<file path="src/rtl/fpu_op_feeder.sv">
// Operand feeder for a multi-cycle, handshake-less FPU: queues operand pairs,
// holds each on the FPU inputs for HOLD_CYCLES edges, then presents the result.
module fpu_op_feeder #(
  parameter int unsigned HOLD_CYCLES = 20,
  parameter int unsigned FIFO_DEPTH  = 4
) (
  input  logic        clock_100k,
  input  logic        reset,
  input  logic        in_valid,
  output logic        in_ready,
  input  logic [31:0] in_a,
  input  logic [31:0] in_b,
  output logic [31:0] op_a,
  output logic [31:0] op_b,
  input  logic [31:0] fpu_data,
  input  logic [3:0]  fpu_status,
  output logic        res_valid,
  input  logic        res_ready,
  output logic [31:0] res_data,
  output logic [3:0]  res_status,
  output logic        busy,
  output logic [7:0]  op_count
);

  localparam int unsigned PTR_W  = (FIFO_DEPTH > 1) ? $clog2(FIFO_DEPTH) : 1;
  localparam int unsigned CNT_W  = PTR_W + 1;
  localparam int unsigned HOLD_W = 8;
  localparam logic [HOLD_W-1:0] HOLD_LAST = HOLD_W'(HOLD_CYCLES - 1);

  typedef enum logic [1:0] {IDLE, HOLD, PRESENT} state_t;

  state_t            state;
  logic [HOLD_W-1:0] hold_cnt;
  logic [63:0]       mem [FIFO_DEPTH];
  logic [PTR_W-1:0]  wr_ptr;
  logic [PTR_W-1:0]  rd_ptr;
  logic [CNT_W-1:0]  count;
  logic [63:0]       head;
  logic              full;
  logic              empty;
  logic              push;
  logic              pop;

  assign full     = (count == CNT_W'(FIFO_DEPTH));
  assign empty    = (count == '0);
  assign in_ready = !full && !reset;
  assign push     = in_valid && in_ready;
  // Pop only when the FSM is idle; the popped pair goes straight to op_a/op_b.
  assign pop      = (state == IDLE) && !empty;
  assign head     = mem[rd_ptr];
  assign busy     = (state != IDLE) || !empty;

  // Storage has no reset; validity is tracked by count/pointers alone.
  always_ff @(posedge clock_100k) begin
    if (push) mem[wr_ptr] <= {in_a, in_b};
  end

  always_ff @(posedge clock_100k or posedge reset) begin
    if (reset) begin
      wr_ptr <= '0;
      rd_ptr <= '0;
      count  <= '0;
    end else begin
      if (push) wr_ptr <= wr_ptr + PTR_W'(1);
      if (pop)  rd_ptr <= rd_ptr + PTR_W'(1);
      case ({push, pop})
        2'b10:   count <= count + CNT_W'(1);
        2'b01:   count <= count - CNT_W'(1);
        default: count <= count;
      endcase
    end
  end

  // Sequencer: load operands, wait out the FPU settle window, present result.
  always_ff @(posedge clock_100k or posedge reset) begin
    if (reset) begin
      state      <= IDLE;
      hold_cnt   <= '0;
      op_a       <= '0;
      op_b       <= '0;
      res_valid  <= 1'b0;
      res_data   <= '0;
      res_status <= '0;
      op_count   <= '0;
    end else begin
      case (state)
        IDLE: begin
          if (!empty) begin
            op_a     <= head[63:32];
            op_b     <= head[31:0];
            hold_cnt <= '0;
            state    <= HOLD;
          end
        end
        HOLD: begin
          if (hold_cnt == HOLD_LAST) begin
            res_data   <= fpu_data;
            res_status <= fpu_status;
            res_valid  <= 1'b1;
            state      <= PRESENT;
          end else begin
            hold_cnt <= hold_cnt + HOLD_W'(1);
          end
        end
        PRESENT: begin
          if (res_ready) begin
            res_valid <= 1'b0;
            op_count  <= op_count + 8'd1;
            state     <= IDLE;
          end
        end
        default: state <= IDLE;
      endcase
    end
  end

endmodule

</file>
<file path="config.mk">
export PLATFORM = sky130hd
export DESIGN_NAME = fpu_op_feeder
export DESIGN_NICKNAME = d
export VERILOG_FILES = /design/src/rtl/fpu_op_feeder.sv
export SDC_FILE = /design/constraint.sdc
export NUM_CORES = 1
export LEC_CHECK = 0
export ABC_CLOCK_PERIOD_IN_PS = 13400
export CAP_MARGIN = 20
export CORE_MARGIN = 2
export CORE_UTILIZATION = 35
export DETAILED_ROUTE_END_ITERATION = 10
export PLACE_DENSITY = 0.52
export REMOVE_ABC_BUFFERS = 1
export SLEW_MARGIN = 20
export SYNTH_ARGS = -nofsm -noshare
export SYNTH_HDL_FRONTEND = slang
export SYNTH_SLANG_ARGS = --single-unit
</file>
<file path="constraint.sdc">
create_clock -name clock_100k -period 13.4 [get_ports clock_100k]
set_clock_uncertainty 0.1 [all_clocks]
set_input_delay 4.02 -clock clock_100k [delete_from_list [all_inputs] [get_ports clock_100k]]
set_output_delay 4.02 -clock clock_100k [all_outputs]
set_load 0.02 [all_outputs]
</file>
**After elaboration in Yosys (flattened, before gate mapping)**

Memory sizes are Yosys's and may differ from the RTL's. A register that Yosys moved wholly into a read port is not among the register bits.
Cells that the tools add are included.

- Register bits: 62
- Bits in writable memories: 256
- Input port bits: 104
- Output and inout bits: 111
- Word-level logic and storage cells: 59
- Memories: 1

- Add/subtract/negate cells: 6
- Equality and inequality tests: 10
- Muxes and demuxes: 13
- Bitwise logic cells: 1
- Reductions and logical operators: 19

Memories:

| memory | depth | bits a word | rd ports | clocked after memory_dff | wr ports | line | text |
|---|---|---|---|---|---|---|---|
| mem | 4 | 64 | 1 | 1 | 1 | 34 | `logic [63:0] mem [FIFO_DEPTH];` |

Operators with widths:

| operator | number |
|---|---|
| $add 8x1->8 const B | 2 |
| $mux 8 | 2 |
| $pmux 8 s2 | 1 |
| $reduce_and 3->1 | 3 |
| $eq 8x5->1 const B | 1 |
| $ne 2x2->1 const B | 4 |
| $reduce_bool 2->1 | 4 |
| $mux 2 | 3 |
| $pmux 2 s3 | 1 |
| $pmux 3 s2 | 1 |
| $reduce_and 2->1 | 3 |
| $add 2x1->2 const B | 2 |
| $eq 2x1->1 const B | 2 |
| $eq 2x2->1 const B | 2 |
| $mux 1 | 4 |
| $add 3x1->3 const B | 1 |
| $eq 3x3->1 const B | 1 |
| $logic_and 1x1->1 | 3 |
| $logic_not 1->1 | 3 |
| $logic_not 3->1 | 1 |
| $sub 3x1->3 const B | 1 |
| $logic_not 2->1 | 1 |
| $pmux 1 s2 | 1 |
| $logic_or 1x1->1 | 1 |
| $not 1->1 | 1 |

**Logic depth before layout (Yosys ltp)**

Gate-level depths: netlist of the first run.

- Depth after elaboration: 6
- Depth in mapped cells: 11
- Mapped depth without buffers: 10

**Worst setup path after synthesis of the first run**

Ideal clock, no wire load.

- Path kind: input to output
- Start: in reset
- End: out in_ready
- Data arrival time: 4,509 ps
- Required time: 9,280 ps
- Setup slack: 4,771 ps
- Cell stages on the path: 1
- Buffers on the path: 0
- Cells stage by stage: a31oi_1

- Cells in the longest elaborated chain, start to end: 2

RTL lines:

| element | line | text |
|---|---|---|
| from (decl) | 8 | `input logic reset,` |
| $logic_not 1->1 (no source line) | - |  |
| $logic_and 1x1->1 | 46 | `assign in_ready = !full && !reset;` |
| to (decl) | 10 | `output logic in_ready,` |

No other way between the ends.

**Final worst setup path of the first run**

Ends and elaborated chain as after synthesis.

==> results of run 1 <==
==> worst paths after layout <==
path | cells after the start | startpoint | slack, ns | to
max | 3 | reset | 3.53 | in_ready
max reg2reg | 7 | count[1] | 9.82 | count[1]
min reg2reg | 1 | op_count[7] | 0.37 | op_count[7]
min in group asynchronous | 2 | reset | 3.86 | res_data[13]
max in group asynchronous | 3 | reset | 7.83 | rd_ptr[0]
min | 1 | op_count[7] | 0.37 | op_count[7]
==> cell usage in the layout (no fill, tap or decap), drive strengths merged, types with 2 or more instances in the layout <==
cell	count
o21ai	4
nand3	9
dfrtp	126
bufinv	7
mux2	37
inv	10
nand2	207
nand2b	4
clkinv	16
edfxtp	256
nor3	2
xor2	6
and4	2
clkdlybuf4s50	214
buf	8
ha	7
a31oi	2
nor2	4
clkinvlp	5
xnor2	9
clkbuf	52
and3	4
mux4	64
==> power groups by stage <==
stage                     Combinational [mW]  Clock, mW  Sequential, mW
after floorplan                        0.530          0            1.90
after global placement                  1.25          0            1.70
after detailed placement                1.25          0            1.71
after CTS                               1.26       1.25            1.69
after global routing                    1.33       1.31            1.72
final                                   1.23       1.21            1.68
==> synthesized netlist by cell type, drive strengths merged (6+ instances only) <==
master,instances,share of area
nand3,9,0.0032
buf,13,0.0054
mux2,37,0.034
mux4,64,0.10
xor2,6,0.0037
edfxtp,256,0.54
xnor2,9,0.0055
dfrtp,126,0.22
clkbuf,20,0.0053
inv,10,0.0026
ha,7,0.0061
nand2,207,0.054
==> stage by stage <==
step           total power, mW  std cells  hold WS [ns]  setup slack (ns)  utilization
3_5_place_dp             2.962       1517        0.3586             3.547       0.4255
4_1_cts                  4.199       1597        0.3713             3.543       0.4626
3_3_place_gp             2.947       1517        0.3572             3.566       0.4255
2_1_floorplan            2.433        770        0.3290             4.771            -
6_report                 4.120       1597        0.3704             3.527       0.4627
5_1_grt                  4.353       1597        0.3909             3.467       0.4627
==> metal layers <==
layer	GRT usage	share of wire	vias up	wire [um]
met4	0.05102	0.022	8	654
met1	0.1966	0.45	3789	13710
li1	-	-	3444	-
met5	0	0.0015	-	46
met3	0.03485	0.066	54	2008
met2	0.2284	0.46	214	13970
==> layout make-up <==
type / count / area share
well taps: 525 / 0.03549
multi-input cells: 378 / 0.1768
flip-flops and latches: 382 / 0.5860
repair buffers: 222 / 0.1192
clock buffers: 52 / 0.06165
clock inverters: 28 / 0.01845
inverters: 10 / 0.002366
==> cell families (layout without fill, tap and decap cells) <==
| logic type | after synthesis | in the layout | share of synthesized area |
|---|---|---|---|
| buffers and inverters | 43 | 312 | 0.01332 |
| flip-flops | 382 | 382 | 0.7593 |
| AO/OA/AOI/OAI | 14 | 14 | 0.007012 |
| multiplexers | 102 | 102 | 0.1356 |
| AND/OR/NAND/NOR | 239 | 239 | 0.06801 |
| adder cells (fa/ha/maj) | 8 | 8 | 0.007537 |
| XOR/XNOR | 15 | 15 | 0.009203 |
==> flip-flops by register name (all words and copies together), names as in the netlist <==
register    count
hold_cnt        8
res_status      4
wr_ptr          2
res_data       32
state           2
mem           256
op_a           32
op_b           32
count           3
rd_ptr          2
op_count        8
res_valid       1
==> critical path, stage by stage <==
cell	delay (ns)
clkdlybuf4s50_1	0.49
a31oi_1	0.50
clkdlybuf4s50_1	0.73
==> summary.txt, run 1 <==
Worst setup path
  • Crit path DAT: 5.75 ns
  • Crit path required time: approximately 9.3 ns
  • CP Class: input pin to output port
  • Crit end category: output port
  • Startpoint Class: input pin
  • CP max FO: 6

Clock network
  • Skew-Pair Late Insertion Delay: 0.56 ns
  • Cts hold-fix bufs: 0
  • Clk buf depth: 3
  • Clock sink count: 382
  • TritonCTS buffer count: 43
  • H-tree levels: 2
  • CTS root buffer: clkbuf_16
  • Postcts setup bufs: 0
  • Worst-path clk slew: 0.06 ns
  • CTS tree: yes
  • Post-CTS Resized: 0

Timing
  • Setup total negative slack: 0 ns
  • RSZ-0062 raised after global routing: no
  • Max Freq: 0.1013 GHz
  • Final hold viol count: 0
  • Period minus WS final: 9.873 ns
  • Slew @ Worst Pin: 1.035 ns
  • Setup violators final: 0
  • Fin. max-slew vios: 0
  • Period utilisation layout: 0.7368
  • Slew margin rel.: 0.3098

Synthesis
  • Register area share after synthesis: 0.7593
  • Synth Area per Inst: ~18 um^2
  • Yosys reg bits: between 300 and 400
  • Async set-or-reset flop fraction in the synthesized netlist: 0.3298
  • Syn Std Cell Area: 0.01428 mm^2
  • Yosys warns: 0
  • Predominant post-synthesis flop cell: edfxtp_1
  • Distinct cells, synth: 39
  • Cells after synthesis: 803
  • Number of flops mapped to enable cells by yosys: between 200 and 300

Floorplanning
  • Core area: ~0.040 mm^2
  • DIE WIDTH: 206.0 um
  • Die area: about 0.042 mm^2
  • Chip Height: 206.0 um
  • # rows: 73
  • I/O Pins: 215
  • Initial core utilization: 0.3569

Final layout
  • Fin nets: 1,149
  • Antenna diode count: 0
  • Register area: about 0.011 mm^2
  • Fill cells: 3,500
  • Share of layout cells above drive strength 1: 0.1763
  • Design Area, Final: 0.01851 mm^2
  • Multi-input gate area: roughly 0.0033 mm^2
  • Synthesis-to-finish area growth: 29.66%

Placement
  • Final HPWL DP: between 15,000 and 20,000 um
  • Port bufs: 214
  • GPL Wtd Cong: 0.7229
  • Cell Area, Placed: 0.01702 mm^2

Global route
  • GR Overflow Total: 0
  • Antenna violations before repair: 4
  • Global-route wire length before repair: 46,310 um
  • Overall routing resource usage: 0.1449
  • Vias in the first global route: slightly below 8,000
  • Largest net degree at the start of global routing: 72

Power
  • Switching share of power: 0.3000
  • P_leak: 6.947 nW
  • Clock Power Share: 0.295
  • Flop pwr share: 0.408
  • Pint: 2.884 mW
  • Switch Pwr: roughly 1.2 mW
  • VDD IR max: 0.1082 mV
  • Combinational power share: 0.298
  • Pwr Density: between 200 and 250 mW/mm^2

Drt
  • Pre-Repair DR Iteration Count: 4
  • Post-DR vias/cell: 4.702
  • Via Count: roughly 7,500
  • Routed WL: 30,400 um
  • DR iter-0 viols: 444
  • Routed Antenna Nets: 0
  • WL/cell: ~19 um
  • DRC Markers: 0

Worst hold path
  • Tightest Hold Check Type: flip-flop to flip-flop

Run status
  • Status: complete, no violations

Flow run
  • Max-Cap Viols: 0
Power figures use the tool's default switching activity.
==> inputs of run 2 (changes only) <==
--- a/config.mk
+++ b/config.mk
@@ -5,12 +5,12 @@
 export SDC_FILE = /design/constraint.sdc
 export NUM_CORES = 1
 export LEC_CHECK = 0
-export ABC_CLOCK_PERIOD_IN_PS = 13400
+export ABC_CLOCK_PERIOD_IN_PS = 8300
 export CAP_MARGIN = 20
 export CORE_MARGIN = 2
 export CORE_UTILIZATION = 35
 export DETAILED_ROUTE_END_ITERATION = 10
-export PLACE_DENSITY = 0.52
+export PLACE_DENSITY = 0.54
 export REMOVE_ABC_BUFFERS = 1
 export SLEW_MARGIN = 20
 export SYNTH_ARGS = -nofsm -noshare
==> constraint.sdc (replaced) <==
create_clock -name clock_100k -period 8.3 [get_ports clock_100k]
set_clock_uncertainty 0.1 [all_clocks]
set_input_delay 2.49 -clock clock_100k [delete_from_list [all_inputs] [get_ports clock_100k]]
set_output_delay 2.49 -clock clock_100k [all_outputs]
set_load 0.02 [all_outputs]
==> run 2 against run 1 <==
  * Power grew 59%
  * Register-to-register slack worse by 4.9 ns
  * Combinational power up 57%
  * Clock power up 53%
  * First-iteration DRC count is 19% lower
  * Sequential share of layout area is 0.33 points higher
  * Die area stayed put
==> summary.txt, run 2 (synthesis results as in run 1) <==
Run status
  • Status: complete, no violations

Clock network
  • Worst-path clk slew: 0.05 ns
  • Clock sink count: 382
  • CTS tree: yes
  • Skew-Pair Late Insertion Delay: 0.55 ns
  • CTS root buffer: clkbuf_16
  • TritonCTS buffer count: 42
  • Postcts setup bufs: 0
  • Cts hold-fix bufs: 0
  • H-tree levels: 2
  • Post-CTS Resized: 0
  • Clk buf depth: 3

Timing
  • Slew margin rel.: 0.2910
  • Setup violators final: 0
  • Period utilisation layout: 0.8165
  • Setup total negative slack: 0 ns
  • RSZ-0062 raised after global routing: no
  • Period minus WS final: 6.777 ns
  • Fin. max-slew vios: 0
  • Max Freq: roughly 0.15 GHz
  • Slew @ Worst Pin: 1.063 ns
  • Final hold viol count: 0

Global route
  • Largest net degree at the start of global routing: 76
  • Global-route wire length before repair: 47,220 um
  • Vias in the first global route: 8,003
  • Overall routing resource usage: 0.1479
  • Antenna violations before repair: 3
  • GR Overflow Total: 0

Floorplanning
  • DIE WIDTH: 206.0 um
  • I/O Pins: roughly 220
  • # rows: 73
  • Initial core utilization: 0.3569
  • Chip Height: between 200 and 250 um
  • Core area: 0.04001 mm^2
  • Die area: between 0.04 and 0.05 mm^2

Final layout
  • Final cell count without fillers: 1,596
  • Share of layout cells above drive strength 1: 0.1703
  • Biggest register: mem
  • Fin nets: approximately 1,100
  • Fill cells: 3,519
  • Most frequent cells in the layout: edfxtp_1 (256), clkdlybuf4s50_1 (214), nand2_1 (207), dfrtp_1 (124), mux4_2 (64)
  • Largest register FFs: around 260
  • Most common cell after layout, fill and taps aside: edfxtp_1
  • Synthesis-to-finish area growth: 28.93%

Drt
  • Routed Antenna Nets: 0
  • DRC Markers: 0
  • WL/cell: 19.29 um
  • Pre-Repair DR Iteration Count: 4
  • Post-DR vias/cell: 4.709
  • DR iter-0 viols: 361
  • Via Count: 7,516
  • Routed WL: 30,780 um

Placement
  • Final HPWL DP: 17,870 um
  • Placed insts: approximately 1,500
  • Port bufs: 214
  • GPL Wtd Cong: 0.7208

Worst hold path
  • Tightest Hold Check Type: flip-flop to flip-flop

Worst setup path
  • Crit path required time: between 5 and 6 ns
  • Crit end category: output port
  • CP max FO: 6
  • Startpoint Class: input pin
  • CP Class: input pin to output port
  • Crit path DAT: around 4.2 ns

Power
  • VDD IR max: 0.1558 mV
  • Total power: ~6.5 mW
  • Pwr Density: around 360 mW/mm^2
  • P_leak: between 6 and 7 nW

Flow run
  • Max-Cap Viols: 0
## run 2: final cells by class
type                    instances  area [um^2]  area share
clock inverters                16        209.0     0.01135
flip-flops and latches        382        10850      0.5894
clock buffers                  62         1176     0.06390
repair buffers                221         2195      0.1192
multi-input cells             378         3273      0.1778
inverters                      10        43.79    0.002379
well taps                     525        656.9     0.03569
diodes                          2        5.005   0.0002719
## run 2: worst max-delay path: stages
cell and delay, ns:
clkdlybuf4s50_1 0.49, a31oi_1 0.46, clkdlybuf4s50_1 0.75
## run 2: path summary, 6_finish.rpt
kind	slack, ns	startpoint	end	cells after the start
min in group asynchronous	2.36	reset	res_data[16]	2
max reg2reg	4.93	state[1]	count[2]	10
min reg2reg	0.37	op_count[7]	op_count[7]	1
max	1.52	reset	in_ready	3
max in group asynchronous	4.57	reset	op_b[16]	3
min	0.37	op_count[7]	op_count[7]	1
## run 2: metrics by stage
| step | area, um^2 | utilization | worst slack, ns | hold slack, ns |
|---|---|---|---|---|
| finish | 18410 | 0.4601 | 1.523 | 0.3709 |
| floorplan | 14120 | - | 2.354 | 0.3290 |
| global route | 18400 | 0.4600 | 1.336 | 0.3950 |
| CTS | 18400 | 0.4600 | 1.497 | 0.3740 |
| global placement | 17020 | 0.4253 | 1.460 | 0.3566 |
| detailed placement | 17020 | 0.4253 | 1.502 | 0.3611 |
## run 2: routing by layer
layer,vias to the layer above,wire (um),global-route usage,share of wire
li1,3446,-,-,-
met1,3799,13690,0.1950,0.44
met2,225,14340,0.2385,0.47
met3,44,2124,0.03910,0.069
met4,2,613,0.04872,0.020
met5,-,13,0,0.00042
## run 2: where the power goes
part	leakage [nW]	internal [mW]	total [mW]	switching, mW
combinational	2.36	0.989	1.93	0.944
clock	0.676	1.11	1.85	0.742
sequential	3.86	2.46	2.76	0.295
total	6.90	4.57	6.55	1.98
==> edit (settings of run 2) <==
Set the localparam `HOLD_W` to 12 (it was 8).
--- a/src/rtl/fpu_op_feeder.sv
+++ b/src/rtl/fpu_op_feeder.sv
@@ -24,7 +24,7 @@
 
   localparam int unsigned PTR_W  = (FIFO_DEPTH > 1) ? $clog2(FIFO_DEPTH) : 1;
   localparam int unsigned CNT_W  = PTR_W + 1;
-  localparam int unsigned HOLD_W = 8;
+  localparam int unsigned HOLD_W = 12;
   localparam logic [HOLD_W-1:0] HOLD_LAST = HOLD_W'(HOLD_CYCLES - 1);
 
   typedef enum logic [1:0] {IDLE, HOLD, PRESENT} state_t;
Check against the original RTL: same outputs for any inputs over 10 cycles, from zero or initial values and one cycle with reset high; that may be too few to reach the edited logic, so the function may still have changed.
==> edit against run 2 <==
Via count fell by 3.9%. Sequential cell count is 4 higher. Combinational power is 2% higher. Synthesized cell count fell by 13%. Worst setup slack improved by 0.048 ns. Routed wire length decreased by 3.1%. Critical path depth is the same. Total power increased by 1.4%. Synthesized area grew 1.9%. Design area is 1.7% higher. Utilization shrank 0.29 points. Critical path type unchanged. Critical endpoint unchanged.
==> edit: results (changes against run 2) <==
- Non-clock buffer share of cell area: 11.8% (-0.11 points)
- WL/cell: 19.8 microns (+2.6%)
- Crit share post-route: 81.1% (-0.58 points)
- Xor/xnor share of the synthesized area: 1.02% (+0.10 points)
- Top area cells in the synthesized netlist: edfxtp_1, dfrtp_1, mux4_2, mux2_2, mux2_4
- Rows: 74 (+1.4%)
- M1 WL: 13100 microns (-4.1%)
- Clock Network Area Fraction: 7.46% (-0.069 points)
- DR iter-0 viols: 380 (+5.3%)
- Met3 WL post-DR: 2070 microns (-2.4%)
- Routability cong.: 0.723 (+0.32%)
- CTS H-tree lvls: 2 (unchanged)
- Worst EP arrival: 4.14 ns (-0.05 ns)
- Non-clk invs: 12 (+2)
- Share of cells above drive strength 1: 26.1% (+9.1 points)
- GR Util All Layers: 14.2% (-0.61 points)
- Post-synthesis compound-gate area fraction: 0.937% (+0.24 points)
- Avg Vias per Cell: 4.79 (+1.7%)
- VDD IR-drop max: 0.000180 V (+15%)
- Area after DPL: 17300 sq um (+1.7%)
- Share of synthesized area spent on multiplexers: 18.4% (+4.8 points)
- WL final: 29800 microns (-3.1%)
- Vias in the first global route: 7710 (-3.7%)
- #MultiIn Comb: 274 (-28%)
- First-pass GRT wire length: 47100 microns (-0.16%)
- RR Endpoint: op_b[19]$_DFFE_PP0P_
- Most frequent cells after synthesis: edfxtp_1, dfrtp_1, mux2_2, mux4_2, nand2_1
- Fraction of area in multi-input gates: 18.4% (+0.59 points)
- FF-to-FF Start: rd_ptr[0]$_DFFE_PP0P_
- DP HPWL: 17800 microns (-0.13%)
- Filler Cells Inserted: 3605 (+2.4%)
- Largest net degree at the start of global routing: 91 (+20%)
- Worst reg2reg setup slack: 5.57 ns (+0.64 ns)
- Clkbuf count: 58 (-6.5%)
- Cell Pwr Density: 355 nW/um^2 (-0.23%)
- FFs w/ async S/R, synth: 33.7% (+0.69 points)
- Seq/Total Area, Yosys: 75.2% (-0.75 points)
- Initial antenna violation count: 2 (-1)
- WL met2: 14000 microns (-2.0%)
- Clk sinks: 386 (+1.0%)
- Met1 Use GR: 19.0% (-0.46 points)
- Placed Instances: 1427 (-5.9%)
- Met3 GRT Util: 4.27% (+0.36 points)
- Path depth of the worst reg2reg path: 3 (-7)
- Leakage power: 6.78 nW (-1.8%)
- Post-synth cell types: 45 (+15%)
- Outcome: complete, no violations
- Setup WS pre-CTS: 1.57 ns (+0.0644 ns)
- Max-slew headroom: 29.6% (+0.45 points)
-- edit: worst min path at each step --
stage / to / slack (ns) / from
after CTS: res_valid$_DFFE_PP0P_ / 0.38 / res_valid$_DFFE_PP0P_
final: op_count[7]$_DFFE_PP0P_ / 0.38 / op_count[7]$_DFFE_PP0P_
after detailed placement: res_valid$_DFFE_PP0P_ / 0.37 / res_valid$_DFFE_PP0P_
after floorplan: count[2]$_DFFE_PP0P_ / 0.37 / count[2]$_DFFE_PP0P_
after global placement: op_count[7]$_DFFE_PP0P_ / 0.36 / op_count[7]$_DFFE_PP0P_
after global routing: op_count[7]$_DFFE_PP0P_ / 0.41 / op_count[7]$_DFFE_PP0P_
-- edit: kinds of logic after synthesis --
group | after synthesis
adders and majority gates | 8
buffers and inverters | 40
and+or+nand+nor | 61
muxes | 168
DFF | 386
AOI/OAI and AO/OA | 20
xor gates and xnor gates | 17
-- edit: power breakdown --
group          internal, W  switching [W]
clock network      0.00112       0.000742
logic              0.00110       0.000874
registers          0.00249       0.000313
